===== src/rtl/shift_rx_ctrl.sv =====
// shift_rx_ctrl: frame controller for a serial-in/parallel-out shift path.
// Detects a frame start, shifts NBITS_DATA bits LSB-first into a shift register,
// then hands the finished word to a holding register with a valid/ready handshake.
// A finished word that arrives while the holding register is still full is dropped,
// and the sticky overrun flag is set.
// Optional feature macro: SHIFT_RX_PARITY_EN adds a trailing even-parity bit per frame.

module shift_rx_ctrl #(
    parameter int unsigned NBITS_DATA = 4
) (
    input  logic                  clk,
    input  logic                  reset,
    input  logic                  data_in,
    input  logic                  frame_start,
    input  logic                  word_ready,
    input  logic                  clear_ovr,
    output logic [NBITS_DATA-1:0] word_out,
    output logic                  word_valid,
    output logic                  busy,
    output logic                  overrun,
    output logic                  parity_err
);

    localparam int unsigned CntW = $clog2(NBITS_DATA + 1);
    localparam logic [CntW-1:0] LastCnt = CntW'(NBITS_DATA - 1);

`ifdef SHIFT_RX_PARITY_EN
    typedef enum logic [1:0] {StIdle = 2'd0, StShift = 2'd1, StParity = 2'd2} state_e;
`else
    typedef enum logic [1:0] {StIdle = 2'd0, StShift = 2'd1} state_e;
`endif

    state_e                  state_q, state_d;
    logic [CntW-1:0]         count_q, count_d;
    logic [NBITS_DATA-1:0]   shreg_q, shreg_d;
    logic [NBITS_DATA-1:0]   word_q, word_d;
    logic                    valid_q, valid_d;
    logic                    ovr_q, ovr_d;
    logic [NBITS_DATA-1:0]   shifted;
    logic [NBITS_DATA-1:0]   xfer_word;
    logic                    xfer;
    logic                    handshake;

`ifdef SHIFT_RX_PARITY_EN
    logic                    perr_q, perr_d;
`else
    // The LSB only feeds the parity path; without it the bit falls off the end.
    logic                    unused_shreg_lsb;
    assign unused_shreg_lsb = shreg_q[0];
`endif

    // New bit enters at the MSB so that after a full frame bit 0 is the first bit.
    assign shifted = {data_in, shreg_q[NBITS_DATA-1:1]};

    // State register and all datapath registers.
    always_ff @(posedge clk or posedge reset) begin
        if (reset) begin
            state_q <= StIdle;
            count_q <= '0;
            shreg_q <= '0;
            word_q  <= '0;
            valid_q <= 1'b0;
            ovr_q   <= 1'b0;
`ifdef SHIFT_RX_PARITY_EN
            perr_q  <= 1'b0;
`endif
        end else begin
            state_q <= state_d;
            count_q <= count_d;
            shreg_q <= shreg_d;
            word_q  <= word_d;
            valid_q <= valid_d;
            ovr_q   <= ovr_d;
`ifdef SHIFT_RX_PARITY_EN
            perr_q  <= perr_d;
`endif
        end
    end

    // Next-state logic: frame sequencing, bit counting and transfer request.
    always_comb begin
        state_d   = state_q;
        count_d   = count_q;
        shreg_d   = shreg_q;
        xfer      = 1'b0;
        xfer_word = shifted;
`ifdef SHIFT_RX_PARITY_EN
        perr_d    = 1'b0;
`endif
        case (state_q)
            StIdle: begin
                if (frame_start) begin
                    shreg_d = shifted;
                    count_d = CntW'(1);
                    state_d = StShift;
                end
            end
            StShift: begin
                shreg_d = shifted;
                if (count_q == LastCnt) begin
`ifdef SHIFT_RX_PARITY_EN
                    count_d = count_q + CntW'(1);
                    state_d = StParity;
`else
                    xfer      = 1'b1;
                    xfer_word = shifted;
                    count_d   = '0;
                    state_d   = StIdle;
`endif
                end else begin
                    count_d = count_q + CntW'(1);
                end
            end
`ifdef SHIFT_RX_PARITY_EN
            StParity: begin
                // Parity bit is checked but never shifted in.
                count_d = '0;
                state_d = StIdle;
                if (^{shreg_q, data_in} == 1'b0) begin
                    xfer      = 1'b1;
                    xfer_word = shreg_q;
                end else begin
                    perr_d = 1'b1;
                end
            end
`endif
            default: begin
                count_d = '0;
                state_d = StIdle;
            end
        endcase
    end

    // Holding register handshake and sticky overrun; a new overrun beats clear_ovr.
    always_comb begin
        handshake = valid_q & word_ready;
        word_d    = word_q;
        valid_d   = valid_q;
        ovr_d     = clear_ovr ? 1'b0 : ovr_q;
        if (xfer) begin
            if (!valid_q || handshake) begin
                word_d  = xfer_word;
                valid_d = 1'b1;
            end else begin
                ovr_d = 1'b1;
            end
        end else if (handshake) begin
            valid_d = 1'b0;
        end
    end

    // Outputs straight from registers.
    always_comb begin
        busy       = (state_q != StIdle);
        word_out   = word_q;
        word_valid = valid_q;
        overrun    = ovr_q;
`ifdef SHIFT_RX_PARITY_EN
        parity_err = perr_q;
`else
        parity_err = 1'b0;
`endif
    end

endmodule


===== config.mk =====
export PLATFORM = sky130hd
export DESIGN_NAME = shift_rx_ctrl
export DESIGN_NICKNAME = d
export VERILOG_FILES = /design/src/rtl/shift_rx_ctrl.sv
export SDC_FILE = /design/constraint.sdc
export NUM_CORES = 1
export LEC_CHECK = 0
export CAP_MARGIN = 40
export CORE_AREA = 2 2 39 41
export DETAILED_ROUTE_END_ITERATION = 16
export DIE_AREA = 0 0 41 43
export PLACE_DENSITY_LB_ADDON = 0.2
export SLEW_MARGIN = 40
export SYNTH_ARGS = -nofsm -noshare
export SYNTH_HDL_FRONTEND = slang
export SYNTH_SLANG_ARGS = --single-unit

===== constraint.sdc =====
create_clock -name clk -period 3.8 [get_ports clk]
set_input_delay 0.76 -clock clk [delete_from_list [all_inputs] [get_ports clk]]
set_output_delay 0.76 -clock clk [all_outputs]
set_load 0.02 [all_outputs]

==> results of run 1 <==
==> how the worst max path moves through the flow <==
| stage | start | to | slack [ns] | cells past startpoint |
|---|---|---|---|---|
| 3_3_place_gp | word_ready | word_out[2] | 1.79 | 4 |
| 2_1_floorplan | word_ready | word_out[3] | 2.29 | 3 |
| 6_report | state_q[0] | busy | 1.58 | 1 |
| 4_1_cts | state_q[0] | busy | 1.57 | 1 |
| 5_1_grt | state_q[0] | busy | 1.49 | 1 |
| 3_5_place_dp | word_ready | word_out[1] | 1.76 | 4 |
==> area by class of cell <==
type | instances | area [µm²] | area share, %
Timing Repair Buffer | 12 | 120 | 17.2
Multi-Input combinational cell | 22 | 195 | 28.0
Tap cell | 16 | 20.0 | 2.87
Clock buffer | 4 | 26.3 | 3.76
Inverter | 3 | 11.3 | 1.61
Sequential cell | 13 | 325 | 46.6
==> cell usage after synthesis <==
cell type,number
buf_6,1
buf_4,1
nor2_2,1
nor3_1,1
dfrtp_1,13
ha_1,1
nor2b_4,1
o21ai_0,1
o21a_1,1
mux2_2,7
conb_1,1
a32o_1,1
a21oi_1,2
nand2_1,1
nand2b_1,2
nand3b_4,1
o22ai_1,1
inv_1,3
==> flip-flops by register name (all words and copies together), names as in the netlist <==
register,flops
word_valid,1
state_q,1
overrun,1
count_q,3
word_out,4
shreg_q,3
==> metrics by stage <==
| stage | util, % | instance area [µm²] | hold WS, ns |
|---|---|---|---|
| final | 50.5 | 698 | 0.505 |
| after global routing | 50.5 | 698 | 0.525 |
| after CTS | 50.5 | 698 | 0.506 |
| after detailed placement | 48.6 | 672 | 0.489 |
| after global placement | 48.6 | 672 | 0.468 |
| after floorplan | - | 551 | 0.453 |
==> power by group through the flow <==
stage          Sequential, mW  Combinational, mW  Clock, mW
6_report                0.231              0.227     0.0798
3_5_place_dp            0.236              0.230          0
5_1_grt                 0.240              0.246     0.0920
4_1_cts                 0.233              0.230     0.0835
3_3_place_gp            0.228              0.221          0
2_1_floorplan           0.258              0.119          0
==> per-layer routing <==
layer / vias to the layer above / global-route usage [%] / wire length, µm
met5: - / 0 / 0
met4: 0 / 10.0 / 0
met3: 0 / 3.14 / 41
met2: 7 / 24.7 / 545
met1: 156 / 16.4 / 322
li1: 159 / - / -
==> cells by family after synthesis <==
logic type / after synthesis
mux: 7
compound gates: 6
flops: 13
buf+inv: 5
other cells: 1
simple gates: 7
fa+ha+maj: 1
==> flow_summary.ini, run 1 <==
[place]
io_buffers = 12
place_inst = 66
hpwlAfterDp_um = 763
gp_congestion = 0.590
dp_slack_ns = 1.76

[setup_path]
timing.rr.end = word_out[1]
crit_type = register to output pin
rr_startpoint = count_q[0]
arrival_ns = 1.46
path_max_fanout = 9
critical_path.top_delay_family = buffers and inverters
cp_cell_sequence = clkdlybuf4s50_1
crit_path_end_kind = output pin
crit_required_ns = 3.04
cp_slowest_cell = clkdlybuf4s50_1
rrSetupSlack_ns = 2.41
r2r_cells = 4
cp.buffers_inverters = 1
cp_slowest_stage_delay_ns = 0.67
start_kind = register

[finish]
mostFrequentLayoutCell = dfrtp_1
layout.nets = 62
area_delta_synth_final_pct = 26.8
antenna_cells = 0
layout_common_cells = 13 x dfrtp_1, 12 x clkdlybuf4s50_1, 7 x mux2_2
layout-drive-gt1-share_pct = 24.1
finalNonFillerCells = 70
n_fill_cell = 122

[power]
internal_power_mw = 0.356
total_power_mw = 0.538
p_leak_nw = 0.309
share_seq_of_total_power_pct = 43.0
sw_frac_of_total_pct = 33.8
power_density_mw_per_mm2 = 770
clock_power_share_pct = 14.8
comb_power_share_pct = 42.2
switchingPower_mw = 0.182
max-vdd-ir-drop_v = 0.000385

[clock_network]
cts.sinks = 13
cts.htree.levels = 1
clk_latency_ns = 0.26
cts.hold.buffers_added = 0
cts_tree = built
post_cts_buffers = 0
postCtsResizedCells = 0
cts_root_buffer = clkbuf_4
numCtsBuffers = 3
clk_pin_slew_ns = 0.07
clockBufferDepth = 2

[synthesis]
syn_area_um2 = 551
synth_nets = 47
synth_area_per_cell_um2 = 13.8
synth_top_family_by_area = multiplexers
yosys_warnings = 0
syn_inst = 40
synth_mux_area_share_pct = 14.3
synth_top_area_cell = dfrtp_1
synthAdderAreaFrac_pct = 2.27
synth.area.top_cells = dfrtp_1 59%, mux2_2 14%, nand3b_4 3.6%, nor2b_4 2.5%, ha_1 2.3%
netlist-cell-type-count = 18
synth_xor_area_share_pct = 0
synth_compound_area_share_pct = 7.05
yosysSeqAreaShare_pct = 59.1
synth_simple_gate_area_share_pct = 11.1
synth_top_area_share_pct = 59.1
ys_ff_latch = 13

[timing]
rsz0062_at_grt = false
setup_violations = 0
maxSlewViolCount = 0
hold_violations = 0
finalClockSkew_ns = 0.00399
period_needed_ns = 2.22
final.setup.tns_ns = 0
min_period_over_period_pct = 58.4
fmax_ghz = 0.451
layout_setup_ws_ns = 1.58

[global_routing]
antenna_found_initial = 0
grt_pass1_wl_mm = 1.66
grt_max_degree = 14
grt_overflow = 0
grtUsageTotal_pct = 15.1
grt_pass1_vias = 354

[worst_hold_path]
hp-class = register to register
holdPathEnd = shreg_q[1]
hold_start = shreg_q[1]
min_path_cells = 1

[floorplan]
placementRows = 14
core_area_mm2 = 0.00138
start_util_pct = 39.8
ios = 14
die_h_um = 43
die_area_mm2 = 0.00176
die_x_um = 41

[drt]
drcViolationCount = 0
first_iter_violations = 0
drtPass1Iterations = 1
vias = 322
ant_nets = 0
wl_per_cell_um = 13.0
wirelength_um = 909
post_drt_via_cell_ratio = 4.60

[status]
status = completed

[run]
drv_cap = 0
No activity file was read; power rests on OpenSTA's default activity.
==> run 2: changes to the inputs <==
CORE_AREA = default   (was 2 2 39 41)
CORE_UTILIZATION = 40   (was default)
DIE_AREA = default   (was 0 0 41 43)
clock period = 2 ns   (was 3.8 ns; I/O delays follow)
==> run 2 against run 1 <==
Effect of this change: count of clock-buffer cells in the layout unchanged; global-route usage up 0.93 points; sequential cell count unchanged; power up 90%; final cell count down 1.4%; clock skew down 0.0022 ns; cell area down 0.18%; worst setup slack worse by 1.5 ns; via count up 8.7%; worst hold slack worse by 0.063 ns; sequential share of layout area up 0.084 points; critical path depth unchanged; critical path type unchanged; largest cell class unchanged; largest power group unchanged.
==> flow_summary.ini, run 2 (same netlist as run 1, synthesis figures left out) <==
[clock_network]
cts_tree = built
clockBufferDepth = 2
numCtsBuffers = 3
post_cts_buffers = 0
cts.sinks = 13
cts.hold.buffers_added = 0
clk_latency_ns = 0.27
clk_pin_slew_ns = 0.08
postCtsResizedCells = 0
cts_root_buffer = clkbuf_4
cts.htree.levels = 1

[timing]
setup_violations = 0
period_needed_ns = 1.87
fmax_ghz = 0.533
min_period_over_period_pct = 93.7
hold_violations = 0
finalClockSkew_ns = 0.00177
rsz0062_at_grt = false
whs_ns = 0.442
final.setup.tns_ns = 0
maxSlewViolCount = 0

[drt]
first_iter_violations = 4
vias = 350
drcViolationCount = 0
drtPass1Iterations = 4
post_drt_via_cell_ratio = 5.07
wl_per_cell_um = 13.6
ant_nets = 0
wirelength_um = 935

[setup_path]
crit_required_ns = 1.60
crit_path_end_kind = output pin
arrival_ns = 1.47
rr_startpoint = count_q[0]
critical_path.top_delay_family = buffers and inverters
start_kind = register
cp.buffers_inverters = 1
crit_type = register to output pin
cp_slowest_stage_delay_ns = 0.67
cp_cell_sequence = clkdlybuf4s50_1
timing.rr.end = word_out[3]
cp_slowest_cell = clkdlybuf4s50_1
rrSetupSlack_ns = 0.60
path_max_fanout = 9
r2r_cells = 4

[finish]
final_util_pct = 54.2
mostFrequentLayoutCell = dfrtp_1
area_delta_synth_final_pct = 26.6
layout.nets = 62
largest_register_ffs = 4
layout_common_cells = 13 x dfrtp_1, 12 x clkdlybuf4s50_1, 7 x mux2_2
multiInputGateArea_um2 = 195
antenna_cells = 0
layout-drive-gt1-share_pct = 24.1
finalNonFillerCells = 69
seq_area_um2 = 325
n_fill_cell = 111

[global_routing]
antenna_found_initial = 0
grt_max_degree = 14
grtUsageTotal_pct = 16.1
grt_pass1_vias = 363
grt_overflow = 0
grt_pass1_wl_mm = 1.55

[power]
internal_power_mw = 0.676
sw_frac_of_total_pct = 33.9
max-vdd-ir-drop_v = 0.000704
total_power_mw = 1.02
comb_power_share_pct = 41.8
share_seq_of_total_power_pct = 42.8
p_leak_nw = 0.309
clock_power_share_pct = 15.4
power_density_mw_per_mm2 = 1470
switchingPower_mw = 0.347

[floorplan]
ios = 14
placementRows = 13
core_area_mm2 = 0.00128
die_h_um = 39.1
die_x_um = 39.1
die_area_mm2 = 0.00153
start_util_pct = 42.8

[run]
drv_cap = 0

[worst_hold_path]
hp-class = primary input to async pin

[status]
status = completed

[place]
place_inst = 65
gp_congestion = 0.688
hpwlAfterDp_um = 734
io_buffers = 12
-- run 2: through the flow --
stage / area (µm²) / setup slack (ns)
finish: 697 / 0.125
floorplan: 551 / 0.690
detailed placement: 671 / 0.312
CTS: 697 / 0.108
global route: 697 / 0.0459
global placement: 671 / 0.362
-- run 2: area by class of cell --
cell class	instances	area share, %
multi-input combinational	22	28.0
sequential	13	46.7
clock buffer	4	3.77
inverter	3	1.62
tap	15	2.69
timing repair buffer	12	17.2
-- run 2: metal layers --
| layer | track usage [%] | share of wire, % |
|---|---|---|
| met4 | 7.76 | 0 |
| met2 | 27.1 | 54 |
| met1 | 18.0 | 40 |
| met3 | 5.20 | 5.9 |
| met5 | 0 | 0 |
-- run 2: how the worst max path moves through the flow --
| stage | endpoint | from | slack (ns) | depth (start not counted) |
|---|---|---|---|---|
| global placement | word_out[1] | word_ready | 0.36 | 4 |
| floorplan | word_out[3] | state_q[0] | 0.69 | 4 |
| global route | busy | state_q[0] | 0.05 | 1 |
| detailed placement | word_out[3] | word_ready | 0.31 | 4 |
| CTS | busy | state_q[0] | 0.11 | 1 |
| finish | busy | state_q[0] | 0.13 | 1 |
-- run 2: power by group through the flow --
stage          logic (mW)  clock network (mW)  registers [mW]
2_1_floorplan       0.226                   0           0.490
3_3_place_gp        0.418                   0           0.434
3_5_place_dp        0.433                   0           0.447
4_1_cts             0.435               0.160           0.442
5_1_grt             0.467               0.179           0.457
6_report            0.427               0.158           0.438
